--- src/rtl/switch_port_receiver.sv ---
// Receive endpoint for one switch output lane: requests, captures and buffers {addr,data}.
// Optional build macro RCV_ADDR_CHECK_EN drops packets whose address differs from PORT_ID.
module switch_port_receiver #(
    parameter int AW      = 8,
    parameter int DW      = 8,
    parameter int DEPTH   = 8,
    parameter int TIMEOUT = 4,
    parameter int PORT_ID = 0
) (
    input  logic                       clk,
    input  logic                       reset,
    input  logic                       rcv_rdy,
    input  logic                       valid_out,
    input  logic [AW-1:0]              addr_out,
    input  logic [DW-1:0]              data_out,
    output logic                       data_rd,
    input  logic                       pop,
    output logic                       pkt_valid,
    output logic [AW-1:0]              pkt_addr,
    output logic [DW-1:0]              pkt_data,
    output logic [$clog2(DEPTH):0]     fifo_count,
    output logic                       timeout_err,
    output logic                       spurious_err,
    output logic                       misroute_err
);

    localparam int PW = $clog2(DEPTH);
    localparam int CW = PW + 1;
    localparam int TW = $clog2(TIMEOUT + 1);

    typedef enum logic [1:0] {
        IDLE = 2'd0,
        REQ  = 2'd1,
        WAIT = 2'd2
    } state_t;

    state_t            state;
    state_t            state_nxt;
    logic [TW-1:0]     timer;
    logic              timer_done;
    logic [AW+DW-1:0]  mem [DEPTH];
    logic [AW+DW-1:0]  head;
    logic [PW-1:0]     wr_ptr;
    logic [PW-1:0]     rd_ptr;
    logic [CW-1:0]     count;
    logic              has_space;
    logic              capture;
    logic              addr_ok;
    logic              push;
    logic              do_pop;

    assign has_space  = count < CW'(DEPTH);
    assign timer_done = timer == TW'(TIMEOUT - 1);
    assign capture    = (state == WAIT) && valid_out;
    assign push       = capture && addr_ok;
    assign do_pop     = pop && (count != '0);

`ifdef RCV_ADDR_CHECK_EN
    assign addr_ok      = addr_out == AW'(PORT_ID);
    assign misroute_err = !reset && capture && !addr_ok;
`else
    assign addr_ok      = 1'b1;
    assign misroute_err = 1'b0;
`endif

    // State register
    always_ff @(posedge clk) begin
        if (reset) begin
            state <= IDLE;
        end else begin
            state <= state_nxt;
        end
    end

    // Next-state logic
    always_comb begin
        state_nxt = state;
        unique case (state)
            IDLE: begin
                if (rcv_rdy && has_space) begin
                    state_nxt = REQ;
                end
            end
            REQ: begin
                state_nxt = WAIT;
            end
            WAIT: begin
                if (valid_out || timer_done) begin
                    state_nxt = IDLE;
                end
            end
            default: begin
                state_nxt = IDLE;
            end
        endcase
    end

    // Output logic; pulses are suppressed while reset is held
    always_comb begin
        data_rd      = 1'b0;
        timeout_err  = 1'b0;
        spurious_err = 1'b0;
        if (!reset) begin
            unique case (state)
                IDLE: begin
                    spurious_err = valid_out;
                end
                REQ: begin
                    data_rd      = 1'b1;
                    spurious_err = valid_out;
                end
                WAIT: begin
                    timeout_err = !valid_out && timer_done;
                end
                default: begin
                    spurious_err = valid_out;
                end
            endcase
        end
    end

    always_ff @(posedge clk) begin
        if (reset) begin
            timer <= '0;
        end else if (state == REQ) begin
            timer <= '0;
        end else if (state == WAIT && !timer_done) begin
            timer <= timer + TW'(1);
        end
    end

    always_ff @(posedge clk) begin
        if (push) begin
            mem[wr_ptr] <= {addr_out, data_out};
        end
    end

    always_ff @(posedge clk) begin
        if (reset) begin
            wr_ptr <= '0;
            rd_ptr <= '0;
            count  <= '0;
        end else begin
            if (push) begin
                wr_ptr <= wr_ptr + PW'(1);
            end
            if (do_pop) begin
                rd_ptr <= rd_ptr + PW'(1);
            end
            if (push && !do_pop) begin
                count <= count + CW'(1);
            end else if (!push && do_pop) begin
                count <= count - CW'(1);
            end
        end
    end

    // Head is masked when empty so stale storage never leaks out
    assign head       = mem[rd_ptr];
    assign pkt_valid  = count != '0;
    assign pkt_addr   = pkt_valid ? head[AW+DW-1:DW] : '0;
    assign pkt_data   = pkt_valid ? head[DW-1:0] : '0;
    assign fifo_count = count;

endmodule

--- config.mk ---
export PLATFORM = sky130hd
export DESIGN_NAME = switch_port_receiver
export DESIGN_NICKNAME = d
export VERILOG_FILES = /design/src/rtl/switch_port_receiver.sv
export SDC_FILE = /design/constraint.sdc
export NUM_CORES = 1
export LEC_CHECK = 0
export BUFFER_PORTS_ARGS = -buffer_cell sky130_fd_sc_hd__buf_4
export CORE_MARGIN = 2
export CORE_UTILIZATION = 25
export CTS_CLUSTER_SIZE = 28
export DETAILED_ROUTE_END_ITERATION = 6
export GPL_ROUTABILITY_DRIVEN = 0
export MAX_ROUTING_LAYER = met4
export PLACE_DENSITY = 0.49
export REMOVE_ABC_BUFFERS = 1
export SETUP_SLACK_MARGIN = 0.2
export SYNTH_ARGS = -nofsm -noshare
export SYNTH_HDL_FRONTEND = slang
export SYNTH_SLANG_ARGS = --single-unit
--- constraint.sdc ---
create_clock -name clk -period 2.7 [get_ports clk]
set_input_delay 0.27 -clock clk [delete_from_list [all_inputs] [get_ports clk]]
set_output_delay 0.27 -clock clk [all_outputs]
set_load 0.005 [all_outputs]
==> run_results.csv, run 1 <==
group,metric,value,unit
setup_path,r2r-end,"fifo_count[3]$_SDFFE_PP0P_",
routing,wl_per_cell,16.3,um
worst_hold_path,whs_endpoint,"state[0]$_SDFFE_PP0P_",
setup_path,cp-start-kind,"flop",
placement,dpl.hpwl,7040,um
die,die_w,157,um
routing,via_per_inst,4.12,
clocking,htreeDepth,4,
logic_synthesis,ys_seq_elements,146,
logic_synthesis,yosysTopAreaCellShare,65.7,%
logic_synthesis,ys_async_sr_fraction,0,%
routing,via_count,2890,
routing,route.met2.wl,5660,um
clocking,cts_num_sinks,146,
clocking,root_buffer,"clkbuf_16",
setup_path,cp.arrival,2.07,ns
logic_synthesis,synth_common_cells,"edfxtp_1, nor2_1, mux4_2",
final_layout,area_growth,23.8,%
pwr,combPwrFrac,22.1,%
setup_path,r2r_slack,0.37,ns
sta,skew,0.00842,ns
die,ios,46,
setup_path,cp-end-kind,"output port",
placement,port_buffers,44,
sta,min_period,2.34,ns
routing,drt-met1-wl,5120,um
logic_synthesis,synth_area_leaders,"edfxtp_1, mux4_2, dfxtp_1",
die,core.rowCount,55,
logic_synthesis,avgSynthCellArea,18.7,um^2
job,drv_cap,0,
logic_synthesis,synth.most_common_cell,"edfxtp_1",
worst_hold_path,whs_path_depth,2,
routing,drt-pass1-iter-count,4,
clocking,cts.reportedPaths.clkPinSlew,0.06,ns
pwr,peakVddDrop,0.619,mV
sta,holdWs,0.0487,ns
pwr,power_density,888,mW/mm^2
setup_path,slowest_stage,"dfxtp_4",
sta,max_freq,428,MHz
sta,final.setup.tns,0,ns
logic_synthesis,netlist_area,0.00585,mm^2
worst_hold_path,min_path_type,"input pin to flop",
pwr,internal_power,4740,uW
grt,grt_pass1_wl,17600,um
logic_synthesis,syn-instance-count,312,
logic_synthesis,synthFlopType,"edfxtp_1",
sta,setup_viol,0,
clocking,cts_made_buffers,17,
grt,grt_usage,10.2,%
setup_path,rr_startpoint,"fifo_count[1]$_SDFFE_PP0P_",
setup_path,critPathRequiredTime,2.43,ns
die,die_h,157,um
sta,slew_headroom,57.1,%
sta,post-route-period-util,86.5,%
logic_synthesis,ys_warn_count,0,
pwr,seqPwrFrac,40.8,%
final_layout,drive_gt1_share,34.2,%
sta,finalMaxSlewViolations,0,
clocking,tritoncts,"done",
clocking,clk_latency,0.42,ns
grt,antenna_found_initial,0,
logic_synthesis,ys_seq_area_share,71.9,%
sta,worstMarginPinSlew,0.643,ns
logic_synthesis,synth-edff-count,128,
die,die-area,0.0246,mm^2
setup_path,slowest_delay,0.53,ns
sta,rsz0062_at_grt,"false",
setup_path,crit_path_max_fanout,13,
pwr,power.leakage,0.00238,uW
die,coreArea,0.0228,mm^2
routing,detail_route.iter0.violations,154,
final_layout,layout.nets,405,
grt,grt_pass1_vias,3077,
setup_path,critical_path_class,"flop to output port",
pwr,p_clk_share,37.1,%
logic_synthesis,synth_largest_area_cell,"edfxtp_1",
worst_hold_path,min_from,"rcv_rdy",
final_layout,diodes,0,
setup_path,cp_common_cell,"buf_4",
setup_path,reg2regPathDepth,10,
routing,drtAntennaViolNets,0,
run_status,status,"finished, final reports clean",
setup_path,cp_cell_sequence,"buf_4 -> mux4_2 -> mux2i_1 -> nor2_1 -> buf_4",
clocking,hold_buffers,0,
routing,met3_length,477,um
grt,grt_max_degree,33,
grt,grt_overflow,0,
die,start_util,25.7,%
sta,hold_violations,0,
routing,wl,11400,um
logic_synthesis,ys_types,41,
pwr,swShare,26.3,%
routing,routed.top_layer,"met4",
pwr,p_switching,1690,uW
routing,drc_errors,0,
clocking,cts_buffer_depth,2,
## power by group through the flow
stage	clock network, uW	registers [uW]	logic (uW)
after detailed placement	0	2670	1430
after global routing	2530	2640	1550
after global placement	0	2660	1400
after floorplan	0	2710	693
after CTS	2440	2630	1430
final	2390	2630	1420
## worst max-delay path: cells and delay by family (launching register included)
family,cells,cell delay (ns)
buffers and inverters,2,0.39
flip-flops,1,0.53
AND/OR/NAND/NOR,1,0.06
multiplexers,2,0.66
## through the flow
stage | total power [uW] | setup WS, ns | util (%) | cell area, um^2 | instances
2_1_floorplan | 3400 | 0.0205 | - | 5720 | 295
3_3_place_gp | 4060 | 0.322 | 29.0 | 6610 | 669
3_5_place_dp | 4100 | 0.238 | 29.0 | 6610 | 669
4_1_cts | 6500 | 0.223 | 31.7 | 7220 | 701
5_1_grt | 6730 | 0.201 | 31.8 | 7240 | 702
6_report | 6430 | 0.364 | 31.8 | 7240 | 702
## cell usage in the layout, fill, tap and decap left out, types with 2 or more instances in the layout
cell type   Yosys  routed
mux2i_1        21      21
a21oi_2         1       2
nor3_2          0       2
clkinvlp_4      0       2
inv_1           2       2
nor3b_1         2       2
a21oi_1         5       4
nor2b_1         3       3
nor2_1         39      39
nand3_1         3       3
edfxtp_1      128     128
nand2b_1        5       5
bufinv_16       0       3
nand2_1         5       5
ha_1            7       6
buf_4           1      60
clkinv_4        0       3
xor2_1          3       3
buf_12          2       2
mux4_2         31      31
dfxtp_1        18      17
inv_6           0       3
clkbuf_16       0      17
clkinv_1        0       2
## cells by family after synthesis
family	Yosys count	share of synthesized area (%)
AOI/OAI and AO/OA	11	1.18
xor gates and xnor gates	5	0.877
adders and majority gates	8	1.84
buffers and inverters	20	2.40
DFF	146	71.9
muxes	54	16.2
other	1	0.0641
and+or+nand+nor	67	5.60
## routing by layer
layer	up-vias	global-route usage (%)
li1	1348	-
met1	1477	12.3
met2	53	16.0
met3	12	3.19
met4	0	4.46
met5	-	-
## how the worst max path moves through the flow
| stage | cells past startpoint | slack, ns | end |
|---|---|---|---|
| after global placement | 10 | 0.32 | fifo_count[3]$_SDFFE_PP0P_ |
| final | 5 | 0.36 | pkt_addr[3] |
| after CTS | 10 | 0.22 | fifo_count[3]$_SDFFE_PP0P_ |
| after floorplan | 10 | 0.02 | fifo_count[3]$_SDFFE_PP0P_ |
| after global routing | 5 | 0.20 | pkt_addr[3] |
| after detailed placement | 10 | 0.24 | fifo_count[3]$_SDFFE_PP0P_ |
## flip-flops by register name (all words and copies together) (netlist names), named ones only
signal / flops
timer: 3
fifo_count: 4
mem: 128
wr_ptr: 3
state: 2
rd_ptr: 3
## area by class of cell
cell class                      count  area, um^2
Clock buffer                       17         425
Fill cell                        2194       15500
Sequential cell                   146        4210
Inverter                            3        11.3
Multi-Input combinational cell    146        1530
Tap cell                          313         392
Timing Repair Buffer               62         490
Clock inverter                     15         181
## timing repair
item	4_1_cts	5_1_grt
setup endpoints to repair	9	1
gates cloned	0	0
setup buffers	0	1
pin swaps	0	1
resized for setup	1	2
(Power assumes the default switching activity.)
==> run 2: changes to the inputs <==
--- a/config.mk
+++ b/config.mk
@@ -12,7 +12,7 @@
 export DETAILED_ROUTE_END_ITERATION = 6
 export GPL_ROUTABILITY_DRIVEN = 0
 export MAX_ROUTING_LAYER = met4
-export PLACE_DENSITY = 0.49
+export PLACE_DENSITY = 0.41
 export REMOVE_ABC_BUFFERS = 1
 export SETUP_SLACK_MARGIN = 0.2
 export SYNTH_ARGS = -nofsm -noshare
==> run 2 against run 1 <==
  * Cell count is 0.43% lower
  * Total power decreased by 3.4%
  * Utilization fell by 0.38 points
  * Die area stayed put
  * Combinational power hardly changed
  * Cell area decreased by 1.2%
  * Sequential share of layout area increased by 0.68 points
  * Largest cell class unchanged
  * Via count about the same
  * Sequential power barely moved
  * Clock power decreased by 9.2%
  * Largest power group unchanged
==> run_results.csv, run 2 (synthesis gave the netlist of run 1 again) <==
group,metric,value,unit
placement,dp.cells,666,
routing,drt-pass1-iter-count,4,
pwr,p_switching,1680,uW
final_layout,area_growth,22.3,%
worst_hold_path,min_path_type,"input pin to flop",
final_layout,final_cell_mix,"edfxtp_1, buf_4, nor2_1",
die,core.rowCount,55,
clocking,cts_made_buffers,17,
die,die_h,157,um
setup_path,slowest_delay,0.38,ns
final_layout,diodes,0,
setup_path,rr_startpoint,"fifo_count[1]$_SDFFE_PP0P_",
routing,drc_errors,0,
setup_path,cp_cell_sequence,"nor4_4 -> inv_2 -> nand2_4 -> ha_1 -> inv_1 -> ha_4 -> nand3_1 -> a211oi_1 -> a31oi_1 -> mux2_1",
sta,setup_viol,0,
placement,dpl.hpwl,6770,um
pwr,combPwrFrac,23.2,%
routing,wl,12200,um
grt,antenna_found_initial,0,
routing,wl_per_cell,17.5,um
setup_path,reg2regPathDepth,10,
die,start_util,25.7,%
final_layout,drive_gt1_share,33.2,%
pwr,power_density,869,mW/mm^2
pwr,power.leakage,0.00233,uW
setup_path,critPathRequiredTime,3.00,ns
clocking,cts.reportedPaths.clkPinSlew,0.06,ns
final_layout,instances_no_fill,699,
worst_hold_path,min_from,"rcv_rdy",
sta,slew_headroom,50.1,%
sta,final.setup.tns,0,ns
grt,grt_pass1_wl,18600,um
clocking,htreeDepth,4,
die,coreArea,0.0228,mm^2
die,die-area,0.0246,mm^2
clocking,root_buffer,"clkbuf_16",
die,die_w,157,um
final_layout,final_common_cell,"edfxtp_1",
grt,grt_usage,11.1,%
sta,worstMarginPinSlew,0.747,ns
clocking,tritoncts,"done",
sta,min_period,2.29,ns
sta,finalMaxSlewViolations,0,
setup_path,cp-start-kind,"flop",
routing,drtAntennaViolNets,0,
pwr,peakVddDrop,0.462,mV
sta,rsz0062_at_grt,"false",
setup_path,r2r-end,"fifo_count[3]$_SDFFE_PP0P_",
setup_path,critical_path_class,"flop to flop",
grt,grt_overflow,0,
pwr,swShare,27.1,%
sta,hold_violations,0,
grt,grt_max_degree,33,
setup_path,slowest_stage,"dfxtp_1",
pwr,p_clk_share,35.0,%
setup_path,cp-end-kind,"flop",
clocking,cts_buffer_depth,2,
grt,grt_pass1_vias,3156,
setup_path,cp_num_buf_inv,2,
final_layout,largest_reg_flops,128,
pwr,internal_power,4530,uW
routing,detail_route.iter0.violations,139,
sta,post-route-period-util,84.9,%
clocking,cts_num_sinks,146,
setup_path,cp.arrival,2.59,ns
sta,max_freq,436,MHz
placement,port_buffers,44,
pwr,seqPwrFrac,41.8,%
die,ios,46,
job,drv_cap,0,
final_layout,top_register,"mem",
setup_path,r2r_slack,0.41,ns
final_layout,layout.nets,402,
routing,via_count,2888,
worst_hold_path,whs_endpoint,"state[0]$_SDFFE_PP0P_",
sta,skew,0.00580,ns
run_status,status,"finished, final reports clean",
routing,via_per_inst,4.13,
worst_hold_path,whs_path_depth,2,
setup_path,crit_path_max_fanout,5,
setup_path,crit_family,"simple AND/OR/NAND/NOR gates",
clocking,clk_latency,0.42,ns
run 2: changes by cell type in the layout (fill, tap and decap cells not counted), sizes merged:
cell / delta
clkinv: +1
clkbuf: +3
inv: -2
buf: -3
bufinv: -2
run 2: power by group through the flow:
stage	Clock, uW	Sequential [uW]	Combinational, uW
after global routing	2340	2610	1590
after CTS	2240	2590	1450
after detailed placement	0	2640	1450
final	2170	2600	1440
after global placement	0	2630	1440
after floorplan	0	2710	693
run 2: worst max path at each step:
| stage | from | end | slack (ns) | cells after the start |
|---|---|---|---|---|
| global placement | fifo_count[0]$_SDFFE_PP0P_ | fifo_count[3]$_SDFFE_PP0P_ | 0.31 | 10 |
| global route | flop | pkt_addr[6] | 0.23 | 5 |
| CTS | fifo_count[0]$_SDFFE_PP0P_ | fifo_count[3]$_SDFFE_PP0P_ | 0.24 | 10 |
| detailed placement | fifo_count[0]$_SDFFE_PP0P_ | fifo_count[3]$_SDFFE_PP0P_ | 0.25 | 10 |
| finish | fifo_count[1]$_SDFFE_PP0P_ | fifo_count[3]$_SDFFE_PP0P_ | 0.41 | 10 |
| floorplan | fifo_count[0]$_SDFFE_PP0P_ | fifo_count[3]$_SDFFE_PP0P_ | 0.02 | 10 |
run 2: through the flow:
step,utilization (%),hold slack [ns],power [uW],worst slack [ns],instance area [um^2]
after detailed placement,28.9,0.475,4090,0.247,6580
after floorplan,-,0.337,3400,0.0205,5720
final,31.4,0.0562,6210,0.407,7150
after CTS,31.3,0.0338,6280,0.236,7130
after global placement,28.9,0.475,4070,0.314,6580
after global routing,31.4,0.0410,6540,0.229,7150
run 2: routing by layer:
metal / GRT usage [%] / part of all wire [%] / vias up
met3: 3.28 / 3.4 / 10
met4: 3.93 / 1.1 / 0
met5: - / 0 / -
met2: 17.1 / 49 / 49
li1: - / - / 1338
met1: 13.8 / 47 / 1491
run 2: what timing repair did:
action	in CTS	in global routing
resized for setup	0	2
endpoints found under the setup margin	0	1
hold endpoints to repair	0	0
buffers inserted	0	1
hold buffers	0	0
run 2: worst register-to-register path, cell delays in order, from the launching register on:
cell	delay (ns)
dfxtp_1	0.38
nor4_4	0.31
inv_2	0.10
nand2_4	0.10
ha_1	0.17
inv_1	0.12
ha_4	0.31
nand3_1	0.10
a211oi_1	0.23
a31oi_1	0.07
mux2_1	0.31
run 2: layout make-up:
| cell class | count | area [um^2] |
|---|---|---|
| fillers | 2228 | 15600 |
| flip-flops and latches | 146 | 4210 |
| multi-input cells | 146 | 1530 |
| repair buffers | 59 | 468 |
| clock buffers | 20 | 437 |
| well taps | 313 | 392 |
| clock inverters | 12 | 108 |
| inverters | 3 | 11.3 |
==> run 3: changes to the inputs <==
==> constraint.sdc (replaced) <==
create_clock -name clk -period 2.23 [get_ports clk]
set_input_delay 0.223 -clock clk [delete_from_list [all_inputs] [get_ports clk]]
set_output_delay 0.223 -clock clk [all_outputs]
set_load 0.005 [all_outputs]
==> run 3 against run 2 <==
  * Via count increased by 3.7%
  * Cell area increased by 4.7%
  * Routed wire length increased by 2.6%
  * Die area unchanged
  * Critical path type is now flop to output port
==> run_results.csv, run 3 (synthesis gave the netlist of run 1 again) <==
group,metric,value,unit
routing,drc_errors,0,
routing,via_count,2996,
clocking,clk_latency,0.42,ns
setup_path,cp-end-kind,"output port",
setup_path,crit_path_max_fanout,8,
setup_path,slowest_stage,"mux4_2",
pwr,power.leakage,0.00248,uW
sta,setup_viol,0,
clocking,htreeDepth,4,
clocking,cts.reportedPaths.clkPinSlew,0.06,ns
die,ios,46,
setup_path,reg2regPathDepth,10,
placement,placed_cell_area,0.00666,mm^2
pwr,seqPwrFrac,37.7,%
die,die-area,0.0246,mm^2
pwr,swShare,26.0,%
final_layout,area_growth,28.0,%
setup_path,cp_cell_sequence,"buf_12 -> buf_16 -> mux4_2 -> mux2i_1 -> nor2_1 -> buf_4",
setup_path,rr_startpoint,"fifo_count[0]$_SDFFE_PP0P_",
grt,grt_pass1_vias,3192,
sta,min_period,2.17,ns
grt,grt_max_degree,33,
final_layout,final_cell_mix,"edfxtp_1, buf_4, nor2_1",
setup_path,cp.arrival,1.94,ns
final_layout,design_area,0.00749,mm^2
sta,skew,0.00699,ns
setup_path,critPathRequiredTime,2.01,ns
setup_path,slowest_delay,0.51,ns
routing,via_per_inst,4.20,
final_layout,largest_reg_flops,128,
grt,grt_usage,11.4,%
grt,grt_pass1_wl,19200,um
placement,port_buffers,44,
pwr,peakVddDrop,0.637,mV
setup_path,critical_path_class,"flop to output port",
final_layout,final_common_cell,"edfxtp_1",
placement,pre_cts_ws,-0.00000910,ns
routing,wl_per_cell,17.6,um
clocking,tritoncts,"done",
clocking,cts_made_buffers,17,
die,die_w,157,um
die,coreArea,0.0228,mm^2
clocking,cts_num_sinks,146,
sta,max_freq,461,MHz
pwr,internal_power,6090,uW
setup_path,cp_num_buf_inv,3,
sta,final.setup.tns,0,ns
setup_path,crit_family,"multiplexers",
clocking,cts_buffer_depth,2,
pwr,p_switching,2140,uW
sta,post-route-period-util,97.2,%
die,die_h,157,um
final_layout,layout.nets,418,
final_layout,diodes,0,
setup_path,r2r-end,"fifo_count[3]$_SDFFE_PP0P_",
sta,hold_violations,0,
routing,drtAntennaViolNets,0,
final_layout,top_register,"mem",
grt,antenna_found_initial,0,
pwr,power_density,1100,mW/mm^2
worst_hold_path,min_path_type,"input pin to flop",
setup_path,cp.depth,6,
placement,dpl.hpwl,6780,um
job,drv_cap,0,
pwr,combPwrFrac,26.2,%
final_layout,drive_gt1_share,38.4,%
pwr,p_clk_share,36.1,%
setup_path,endpoint,"pkt_addr[5]",
setup_path,r2r_slack,0.15,ns
routing,wl,12600,um
clocking,root_buffer,"clkbuf_16",
sta,setup_slack,0.0629,ns
sta,finalMaxSlewViolations,0,
routing,detail_route.iter0.violations,192,
grt,grt_overflow,0,
run_status,status,"finished, final reports clean",
worst_hold_path,whs_path_depth,1,
setup_path,cp-start-kind,"flop",
sta,rsz0062_at_grt,"true",
die,core.rowCount,55,
routing,drt-pass1-iter-count,4,
die,start_util,25.7,%
[run 3: metal layers]
| layer | track usage, % | wire length (um) |
|---|---|---|
| met4 | 3.80 | 111 |
| met2 | 17.2 | 6000 |
| met5 | - | 0 |
| met1 | 14.5 | 5850 |
| met3 | 3.61 | 609 |
[run 3: worst min path at each step]
stage / startpoint / endpoint / slack (ns)
after global routing: data_out[3] / mem[7][3]$_DFFE_PP_ / 0.02
after detailed placement: rcv_rdy / state[0]$_SDFFE_PP0P_ / 0.44
final: addr_out[2] / mem[2][10]$_DFFE_PP_ / 0.04
after global placement: rcv_rdy / state[0]$_SDFFE_PP0P_ / 0.43
after CTS: addr_out[2] / mem[2][10]$_DFFE_PP_ / 0.02
after floorplan: reset / flop / 0.29
[run 3: through the flow]
stage | std cells | utilization [%] | power (uW) | hold WS, ns
6_report | 714 | 32.9 | 8240 | 0.0354
5_1_grt | 714 | 32.9 | 8630 | 0.0186
4_1_cts | 713 | 32.8 | 8330 | 0.0151
3_5_place_dp | 676 | 29.2 | 5070 | 0.438
3_3_place_gp | 676 | 29.2 | 5030 | 0.430
2_1_floorplan | 295 | - | 4120 | 0.290
[run 3: layout make-up]
class                           instances  area (um^2)
Multi-Input combinational cell        146         1590
Timing Repair Buffer                   75          667
Fill cell                            2221        15300
Clock buffer                           18          429
Inverter                                3         16.3
Clock inverter                         13          183
Sequential cell                       146         4210
Tap cell                              313          392
[run 3: timing repair]
item                                    in CTS  in global routing
endpoints found under the setup margin      18                 18
cloned                                       3                  0
hold buffers                                 1                  0
endpoints found under the hold margin        1                  0
buffers inserted                             2                  1
pin swaps                                    9                 12
gates resized for setup                     18                  5
[run 3: power by group through the flow]
stage	Combinational, uW	Sequential [uW]	Clock, uW
global route	2360	3120	3160
detailed placement	1910	3160	0
global placement	1880	3150	0
floorplan	839	3280	0
CTS	2180	3110	3040
finish	2160	3110	2980
